File: src/rtl/resampler_pkg.sv
// Shared types and helpers for the resampler and its drift-tracking loop.
package resampler_pkg;

  // Drift tracker control states.
  typedef enum logic [1:0] {
    IDLE    = 2'd0,
    ACQUIRE = 2'd1,
    TRACK   = 2'd2
  } ppm_trk_state_t;

  // Q-format constants shared with resampler_q15.
  localparam int               Q15_FRAC_BITS = 15;
  localparam logic signed [15:0] Q15_ONE     = 16'sh7FFF;
  localparam int               PPM_WIDTH     = 32;

  // Clamp a 34-bit signed sum into the signed 32-bit range.
  function automatic logic signed [31:0] sat32(input logic signed [33:0] x);
    logic signed [31:0] r;
    if (x > 34'sh0_7FFF_FFFF) begin
      r = 32'sh7FFF_FFFF;
    end else if (x < 34'sh3_8000_0000) begin
      r = 32'sh8000_0000;
    end else begin
      r = x[31:0];
    end
    return r;
  endfunction

endpackage

File: src/rtl/rate_window_counter.sv
// Window timer plus source/consumer strobe counters; latches the rate error
// at the end of each window.
module rate_window_counter #(
  parameter int W = 12
) (
  input  logic                clk,
  input  logic                rst_n,
  input  logic                run,
  input  logic                arm,
  input  logic                src_strobe,
  input  logic                cons_strobe,
  output logic                tc,
  output logic signed [W+1:0] err,
  output logic                snap
);
  import resampler_pkg::*;

  logic [W-1:0]        wcnt_q, wcnt_d;
  logic [W:0]          src_cnt_q, src_cnt_d;
  logic [W:0]          cons_cnt_q, cons_cnt_d;
  logic signed [W+1:0] err_q, err_d;
  logic                snap_q, snap_d;

  logic                tc_s;
  logic [W:0]          src_tot_s;
  logic [W:0]          cons_tot_s;
  logic signed [W+1:0] err_s;

  // Terminal-count detection and window error including this cycle's strobes.
  always_comb begin
    tc_s       = run && (wcnt_q == {W{1'b1}});
    src_tot_s  = src_cnt_q + {{W{1'b0}}, src_strobe};
    cons_tot_s = cons_cnt_q + {{W{1'b0}}, cons_strobe};
    err_s      = $signed({1'b0, src_tot_s}) - $signed({1'b0, cons_tot_s});
  end

  // Next-state for counters; snapshot reloads counters and latches the error.
  always_comb begin
    wcnt_d     = wcnt_q;
    src_cnt_d  = src_cnt_q;
    cons_cnt_d = cons_cnt_q;
    err_d      = err_q;
    snap_d     = 1'b0;
    if (!run) begin
      wcnt_d     = {W{1'b0}};
      src_cnt_d  = {(W+1){1'b0}};
      cons_cnt_d = {(W+1){1'b0}};
    end else if (tc_s) begin
      wcnt_d     = {W{1'b0}};
      src_cnt_d  = {(W+1){1'b0}};
      cons_cnt_d = {(W+1){1'b0}};
      err_d      = err_s;
      snap_d     = arm;
    end else begin
      wcnt_d     = wcnt_q + W'(1);
      src_cnt_d  = src_tot_s;
      cons_cnt_d = cons_tot_s;
    end
  end

  // Counter and snapshot registers.
  always_ff @(posedge clk or negedge rst_n) begin
    if (!rst_n) begin
      wcnt_q     <= {W{1'b0}};
      src_cnt_q  <= {(W+1){1'b0}};
      cons_cnt_q <= {(W+1){1'b0}};
      err_q      <= {(W+2){1'b0}};
      snap_q     <= 1'b0;
    end else begin
      wcnt_q     <= wcnt_d;
      src_cnt_q  <= src_cnt_d;
      cons_cnt_q <= cons_cnt_d;
      err_q      <= err_d;
      snap_q     <= snap_d;
    end
  end

  assign tc   = tc_s;
  assign err  = err_q;
  assign snap = snap_q;

endmodule

File: src/rtl/ppm_tracker.sv
// Clock-drift estimator: PI-filters per-window strobe rate error into the
// resampler's signed ppm correction word.
module ppm_tracker #(
  parameter int                 WINDOW_LOG2 = 12,
  parameter int                 KP_SHIFT    = 8,
  parameter int                 KI_SHIFT    = 4,
  parameter logic signed [31:0] PPM_INIT    = 32'sd0,
  parameter int                 LOCK_TOL    = 1,
  parameter int                 LOCK_COUNT  = 4
) (
  input  logic                          clk,
  input  logic                          rst_n,
  input  logic                          enable,
  input  logic                          clr,
  input  logic                          src_strobe,
  input  logic                          cons_strobe,
  output logic signed [31:0]            ppm_out,
  output logic                          ppm_valid,
  output logic signed [WINDOW_LOG2+1:0] err_out,
  output logic                          locked
);
  import resampler_pkg::*;

  localparam int W   = WINDOW_LOG2;
  localparam int LCW = $clog2(LOCK_COUNT + 1);
  localparam logic [LCW-1:0]     LC_MAX = LCW'(LOCK_COUNT);
  localparam logic signed [33:0] TOL_P  = 34'(LOCK_TOL);
  localparam logic signed [33:0] TOL_N  = -TOL_P;

  ppm_trk_state_t      state_q, state_d;
  logic signed [31:0]  integ_q, integ_d;
  logic signed [31:0]  ppm_q, ppm_d;
  logic                valid_q, valid_d;
  logic [LCW-1:0]      lock_cnt_q, lock_cnt_d;
  logic                locked_q, locked_d;

  logic                run_s;
  logic                arm_s;
  logic                tc_s;
  logic                snap_s;
  logic signed [W+1:0] err_s;
  logic signed [33:0]  err_ext_s;
  logic signed [31:0]  integ_new_s;
  logic signed [31:0]  ppm_new_s;
  logic                in_lock_s;

  assign run_s = enable && (state_q != IDLE);
  assign arm_s = (state_q == TRACK);

  rate_window_counter #(.W(W)) u_win (
    .clk         (clk),
    .rst_n       (rst_n),
    .run         (run_s),
    .arm         (arm_s),
    .src_strobe  (src_strobe),
    .cons_strobe (cons_strobe),
    .tc          (tc_s),
    .err         (err_s),
    .snap        (snap_s)
  );

  // PI arithmetic on the latched window error, all at 34 bits before clamping.
  always_comb begin
    err_ext_s   = {{(34-W-2){err_s[W+1]}}, err_s};
    integ_new_s = sat32({{2{integ_q[31]}}, integ_q} + (err_ext_s <<< KI_SHIFT));
    ppm_new_s   = sat32({{2{PPM_INIT[31]}}, PPM_INIT}
                        + {{2{integ_new_s[31]}}, integ_new_s}
                        + (err_ext_s <<< KP_SHIFT));
    in_lock_s   = (err_ext_s <= TOL_P) && (err_ext_s >= TOL_N);
  end

  // FSM sequencing, loop update on tracked snapshots, lock tally, clear override.
  always_comb begin
    state_d    = state_q;
    integ_d    = integ_q;
    ppm_d      = ppm_q;
    valid_d    = 1'b0;
    lock_cnt_d = lock_cnt_q;
    locked_d   = locked_q;
    if (!enable) begin
      state_d    = IDLE;
      lock_cnt_d = {LCW{1'b0}};
      locked_d   = 1'b0;
    end else begin
      case (state_q)
        IDLE:    state_d = ACQUIRE;
        ACQUIRE: state_d = tc_s ? TRACK : ACQUIRE;
        TRACK:   state_d = TRACK;
        default: state_d = IDLE;
      endcase
      if (snap_s) begin
        integ_d = integ_new_s;
        ppm_d   = ppm_new_s;
        valid_d = 1'b1;
        if (in_lock_s) begin
          lock_cnt_d = (lock_cnt_q == LC_MAX) ? lock_cnt_q : lock_cnt_q + LCW'(1);
        end else begin
          lock_cnt_d = {LCW{1'b0}};
        end
        locked_d = (lock_cnt_d == LC_MAX);
      end else begin
        valid_d = 1'b0;
      end
    end
    if (clr) begin
      integ_d = 32'sd0;
      ppm_d   = PPM_INIT;
      valid_d = 1'b0;
    end else begin
      valid_d = valid_d;
    end
  end

  // Loop state and registered outputs.
  always_ff @(posedge clk or negedge rst_n) begin
    if (!rst_n) begin
      state_q    <= IDLE;
      integ_q    <= 32'sd0;
      ppm_q      <= PPM_INIT;
      valid_q    <= 1'b0;
      lock_cnt_q <= {LCW{1'b0}};
      locked_q   <= 1'b0;
    end else begin
      state_q    <= state_d;
      integ_q    <= integ_d;
      ppm_q      <= ppm_d;
      valid_q    <= valid_d;
      lock_cnt_q <= lock_cnt_d;
      locked_q   <= locked_d;
    end
  end

  assign ppm_out   = ppm_q;
  assign ppm_valid = valid_q;
  assign err_out   = err_s;
  assign locked    = locked_q;

endmodule

File: config.mk
export PLATFORM = sky130hd
export DESIGN_NAME = ppm_tracker
export DESIGN_NICKNAME = d
export VERILOG_FILES = /design/src/rtl/resampler_pkg.sv /design/src/rtl/rate_window_counter.sv /design/src/rtl/ppm_tracker.sv
export SDC_FILE = /design/constraint.sdc
export NUM_CORES = 1
export LEC_CHECK = 0
export BUFFER_PORTS_ARGS = -buffer_cell sky130_fd_sc_hd__buf_2
export CAP_MARGIN = 20
export CORE_ASPECT_RATIO = 1.1
export CORE_MARGIN = 2
export CORE_UTILIZATION = 25
export DETAILED_ROUTE_END_ITERATION = 16
export SLEW_MARGIN = 40
export SYNTH_ARGS = -nofsm -noshare
export SYNTH_HDL_FRONTEND = slang
export SYNTH_HIERARCHICAL = 1
export SYNTH_SLANG_ARGS = --single-unit
File: constraint.sdc
create_clock -name clk -period 8.3 [get_ports clk]
set_input_delay 0.83 -clock clk [delete_from_list [all_inputs] [get_ports clk]]
set_output_delay 0.83 -clock clk [all_outputs]
set_load 0.02 [all_outputs]
---- After elaboration in Yosys (flattened, before gate mapping) ----
Index checks and enable logic that the tools add are counted.
word-level totals
  register bits ........................... 124
  latch bits .............................. 0
  memory bits (writable) .................. 0
  bits in read-only memories .............. 0
  input bits .............................. 6
  output and inout port bits .............. 48
  logic and storage cells ................. 71
  memories ................................ 0
operators by class
  add/sub/neg operators ................... 7
  multiply operators ...................... 0
  div/mod/pow operators ................... 0
  magnitude comparators ................... 6
  equality and inequality tests ........... 6
  shift operators ......................... 0
  muxes and demuxes ....................... 32
  bitwise operators ....................... 0
  reduce and logical (&&, ||, !) cells .... 9
operator list
  operator                                                                            count
  32-bit 2-to-1 mux                                                                   10
  33-bit by 32-bit greater-than comparator with 1-bit output (second input constant)  2
  33-bit by 32-bit < comparator with 1-bit output (second input constant)             2
  13-bit 2-to-1 mux                                                                   4
  32-bit by 18-bit adder with 33-bit output                                           1
  32-bit by 22-bit adder with 33-bit output                                           1
  13-bit by 1-bit adder with 13-bit output                                            2
  12-bit 2-to-1 mux                                                                   2
  3-bit 2-to-1 mux                                                                    6
  14-bit by 1-bit >= comparator with 1-bit output (second input constant)             1
  14-bit by 2-bit <= comparator with 1-bit output (second input constant)             1
  13-bit by 13-bit subtractor with 14-bit output                                      1
  12-bit by 1-bit adder with 12-bit output (second input constant)                    1
  12-bit equality test (second input constant)                                        1
  1-bit 2-to-1 mux                                                                    7
  3-bit equality test (second input constant)                                         2
  2-bit case mux with 3 select lines                                                  1
  2-bit nonzero test                                                                  3
  2-bit 2-to-1 mux                                                                    2
  2-bit AND reduction                                                                 2
  3-bit by 1-bit adder with 3-bit output (second input constant)                      1
  1-bit logical AND                                                                   3
  2-bit by 1-bit equality test with 1-bit output (second input constant)              1
  2-bit equality test (second input constant)                                         1
  2 further kinds                                                                     2

---- Depth between registers and ports, before layout ----
  depth in word-level cells ............... 11
  depth in mapped cells ................... 24
  depth with buffers taken out ............ 22

---- By module ----
The synthesis kept the hierarchy.
by module, submodules not included
  module               instances  cells an instance  area an instance (um^2)  seq. area each (um^2)
  ppm_tracker          1          635                5744.3                   1776.7
  rate_window_counter  1          315                3024.2                   1326.3

---- Worst setup path after synthesis ----
Ideal clock, no wire load.
  kind .................................... flip-flop to flip-flop
  start point ............................. register u_win.err_q[13] (netlist: u_win/err[13])
  end point ............................... register ppm_q[4] (netlist: ppm_out[4])
  setup time .............................. 0.125 ns
  arrival ................................. 5.917 ns
  data required time ...................... 8.175 ns
  setup slack ............................. 2.258 ns
  cell stages (with the launch flop) ...... 25
  path buffers ............................ 5
  period minus slack after synthesis ...... 6.042 ns
  path through ............................ dfrtp_1 -> ha_1 -> buf_6 -> a21oi_2 -> o21ai_2 -> a211oi_2 -> o21ai_1 -> or4_1 -> and3_4 -> buf_2 -> buf_2 -> maj3_1 -> ha_1 -> fa_1 -> a211o_1 -> a211oi_1 -> o21ba_2 -> o31ai_2 -> a311o_1 -> a32o_1 -> nor2_1 -> buf_4 -> buf_4 -> nand3b_1 -> nand3_1
on the way
  word-level cells in the longest chain between the ends .. 11
  elaborated cells on any way between the ends .. 13
  those cells by class .................... 2 x add/sub; 4 x order compare; 7 x mux
RTL lines
  what                                             RTL line                   text
  start: declaration                               rate_window_counter.sv:21  logic signed [W+1:0] err_q, err_d;
  start signal: assignment                         rate_window_counter.sv:67  err_q <= {(W+2){1'b0}};
  start signal: assignment                         rate_window_counter.sv:73  err_q <= err_d;
  32-bit by 18-bit adder with 33-bit output        ppm_tracker.sv:65          integ_new_s = sat32({{2{integ_q[31]}}, integ_q} + (err_ext_s <<< KI_SHIFT));
  33-bit by 32-bit < comparator with 1-bit output  resampler_pkg.sv:21        end else if (x < 34'sh3_8000_0000) begin
  32-bit 2-to-1 mux                                resampler_pkg.sv:21
  32-bit 2-to-1 mux                                resampler_pkg.sv:19        if (x > 34'sh0_7FFF_FFFF) begin
  32-bit by 22-bit adder with 33-bit output *      ppm_tracker.sv:68          + (err_ext_s <<< KP_SHIFT));
  33-bit by 32-bit < comparator with 1-bit output  resampler_pkg.sv:21
  32-bit 2-to-1 mux                                resampler_pkg.sv:21
  32-bit 2-to-1 mux *                              resampler_pkg.sv:19
  32-bit 2-to-1 mux *                              ppm_tracker.sv:91          if (snap_s) begin
  32-bit 2-to-1 mux *                              ppm_tracker.sv:80          if (!enable) begin
  32-bit 2-to-1 mux *                              ppm_tracker.sv:105         if (clr) begin
  end signal: assignment                           ppm_tracker.sv:126         ppm_q <= ppm_d;
  end: declaration                                 ppm_tracker.sv:32          logic signed [31:0] ppm_q, ppm_d;
Every way passes the cells marked *; elsewhere a longest branch is shown, timed or not. The select of a mux whose other input is x is not followed.
A chain may end at the register's enable or synchronous reset.

---- Final worst setup path ----
  start point ............................. register u_win.err_q[13] (netlist: u_win/err[13])
  end point ............................... register ppm_q[15] (netlist: ppm_out[15])
Same word-level chain as after synthesis.

==> reports/metrics.csv <==
metric,value,unit
"Core Util, Final",29.3,%
Netlist cell types,80,
post-synth top area cell,dfrtp_1,
ys async rst share,100,%
DR WL/cell,15.4,um
Nets,1075,
number of fill cells,3595,
Vias,7159,
synth top area cells,"dfrtp_1 (35%), ha_1 (10%), xnor2_1 (5.1%)",
area growth from synthesis to layout,14.9,%
slowest CP cell,dfrtp_1,
Period minus WS final,6.54,ns
Mapped Nets,1030,
hold crit path type,primary input to asynchronous set/reset pin,
pin count of the biggest net entering global routing,73,
CTS Sinks,124,
starting density of the core,25.5,%
first-pass GRT wire length,36300,um
Core Rows,71,
Setup CP Type,flop to flop,
Crit path largest cell delay,0.76,ns
Slew headroom,53.0,%
"critical path, cell by cell",buf_4 > ha_1 > a221oi_1 > a2111oi_1 > a211oi_1 > a221oi_2 > buf_4 > maj3_1 > ha_1 > fa_1 > a211o_1 > a211oi_1 > o21ba_2 > o31ai_2 > a311o_1 > a32o_1 > nor2_2 > buf_4 > o311ai_0,
Synth warnings,6,
Die ar.,36600,um2
worst clock skew,0.00793,ns
CTS Root Buffer Type,clkbuf_16,
Clock transition at path regs,0.06,ns
maximum clock rate,0.153,GHz
Max-Cap Viols,0,
"commonest non-fill, non-tap cell in the layout",dfrtp_1,
mapped cell area,8770,um2
Slew @ Worst Pin,0.706,ns
DP Wirelength,16700,um
syn_area_per_cell,9.23,um2
Via density,4.95,
"antenna viol nets, final",0,
TNS Setup,0,ns
vias in the first global route,6984,
port bufs,53,
"Req. time, crit path",8.56,ns
Core ar.,34400,um2
cts repair resizes,0,
setup bufs post-CTS,0,
most frequent cells in the layout,"dfrtp_1 (124), nand2_1 (94), nor2_1 (80), ha_1 (71), a21oi_1 (55)",
CTS tree,built,
DR iter-0 viols,480,
worst-case clock buffer depth,2,
crit path launch type,flop,
Placer Congestion,0.880,
sequential share of the synthesized area,35.4,%
drt drc,0,
antenna violations before repair,1,
top cell type's share of synthesized area,35.4,%
RSZ-0062 raised after global routing,no,
htree depth,4,
Slew Limit Fails,0,
Synth Instances,950,
maximum net fanout on the critical path,24,
register bit total from synthesis,124,
CTS Hold Bufs,0,
drt pass-1 iters,5,
die height,200,um
Total GRT Usage,12.2,%
Routed WL,22300,um
top_reg_cell synth,dfrtp_1,
Final Hold Viols,0,
pwr/cell area,139,nW/um2
status,finished clean,
leakage,4.80,nW
grt ovf,0,
IO Count,54,
fraction of layout cells with a size suffix above 1,12.6,%
fin crit share,78.7,%
Inserted Clock Buffers,17,
CP Capture Type,flop,
"Setup violations, final",0,
clock latency on the worst-skew pair,0.41,ns
Inserted Diodes,0,
VDD IR max,0.0000875,V
number of flops mapped to enable cells by yosys,0,
WP data arrival,6.80,ns
CP most frequent cell,buf_4,
die width,183,um
## power by group
| group | internal, mW | total [mW] | leakage, nW | switching [mW] |
|---|---|---|---|---|
| Clock | 0.476 | 0.749 | 0.285 | 0.273 |
| Combinational | 0.0135 | 0.0476 | 2.79 | 0.0341 |
| Sequential | 0.606 | 0.607 | 1.73 | 0.00115 |
| Total | 1.10 | 1.40 | 4.80 | 0.309 |
## layer usage
metal,wire length (um),vias up,part of all wire (%),global-route usage (%)
met5,13,-,0.058,0
met4,259,2,1.2,2.82
met3,728,19,3.3,2.14
met2,11200,115,50,21.3
met1,10100,3438,45,15.7
li1,-,3585,-,-
## layout make-up
cell class | count | area (um2) | share of cell area, %
Tap cell | 438 | 548 | 5.44
Clock inverter | 12 | 146 | 1.45
Sequential cell | 124 | 3100 | 30.8
Clock buffer | 19 | 443 | 4.40
Multi-Input combinational cell | 763 | 5400 | 53.6
Timing Repair Buffer | 60 | 324 | 3.22
Inverter | 29 | 109 | 1.08
## critical path: cells and delay by family, from the launching register on
kind            cells  cell delay [ns]
flops               1             0.76
simple gates        1             0.38
compound gates     11             2.95
fa+ha+maj           4             1.36
buf+inv             3             0.92
## sequential cells by signal (all words and copies together) (netlist names)
register	count
integ_q	32
ppm_out	32
u_win/err	14
u_win/cons_cnt_q	13
u_win/src_cnt_q	13
u_win/wcnt_q	12
lock_cnt_q	3
state_q	2
locked	1
ppm_valid	1
u_win/snap	1
## final timing paths
path	endpoint	cells after the start	slack [ns]	from
min in group clk	locked	2	0.48	locked
hold / removal	u_win/src_cnt_q[0]	1	0.44	rst_n
setup reg to reg	ppm_out[15]	19	1.76	u_win/err[13]
max in group asynchronous	ppm_out[31]	2	6.76	rst_n
hold reg to reg	locked	2	0.48	locked
setup / recovery	ppm_out[15]	19	1.76	u_win/err[13]
## cell usage after synthesis (4+ instances only)
| master | number |
|---|---|
| a211oi_1 | 8 |
| o21a_1 | 11 |
| ha_1 | 71 |
| clkbuf_1 | 19 |
| o211ai_1 | 11 |
| nand2b_1 | 11 |
| o21ai_1 | 7 |
| nand4_1 | 19 |
| a31oi_1 | 4 |
| inv_1 | 28 |
| buf_2 | 9 |
| nand3b_1 | 6 |
| nor3_1 | 21 |
| dfrtp_1 | 124 |
| a21o_1 | 25 |
| and2_1 | 9 |
| nor2_1 | 81 |
| a21oi_1 | 56 |
| a221o_1 | 19 |
| nor2b_1 | 14 |
| buf_6 | 4 |
| a31o_2 | 5 |
| xnor2_1 | 51 |
| o21ai_0 | 38 |
| o311ai_0 | 20 |
| xor2_1 | 38 |
| o31ai_1 | 6 |
| maj3_1 | 16 |
| and3_1 | 14 |
| nor3_2 | 4 |
| nand2_1 | 95 |
| nand3_1 | 34 |
| or2_2 | 4 |
## cell families after synthesis
| group | synth area share (%) |
|---|---|
| AO/OA/AOI/OAI | 21.4 |
| AND/OR/NAND/NOR | 18.2 |
| adder cells (fa/ha/maj) | 12.6 |
| buffers and inverters | 3.25 |
| multiplexers | 0.243 |
| XOR/XNOR | 8.89 |
| flip-flops | 35.4 |
## through the flow
stage / setup WS (ns) / cells / power (mW) / area [um2] / hold slack (ns)
4_1_cts: 1.57 / 1444 / 1.42 / 10100 / 0.478
3_3_place_gp: 1.71 / 1413 / 0.666 / 9470 / 0.463
2_1_floorplan: 2.26 / 950 / 0.644 / 8770 / 0.447
3_5_place_dp: 1.59 / 1413 / 0.667 / 9470 / 0.473
5_1_grt: 1.23 / 1445 / 1.45 / 10100 / 0.505
6_report: 1.76 / 1445 / 1.40 / 10100 / 0.441
Note: power is estimated with default switching activity, not from simulation.
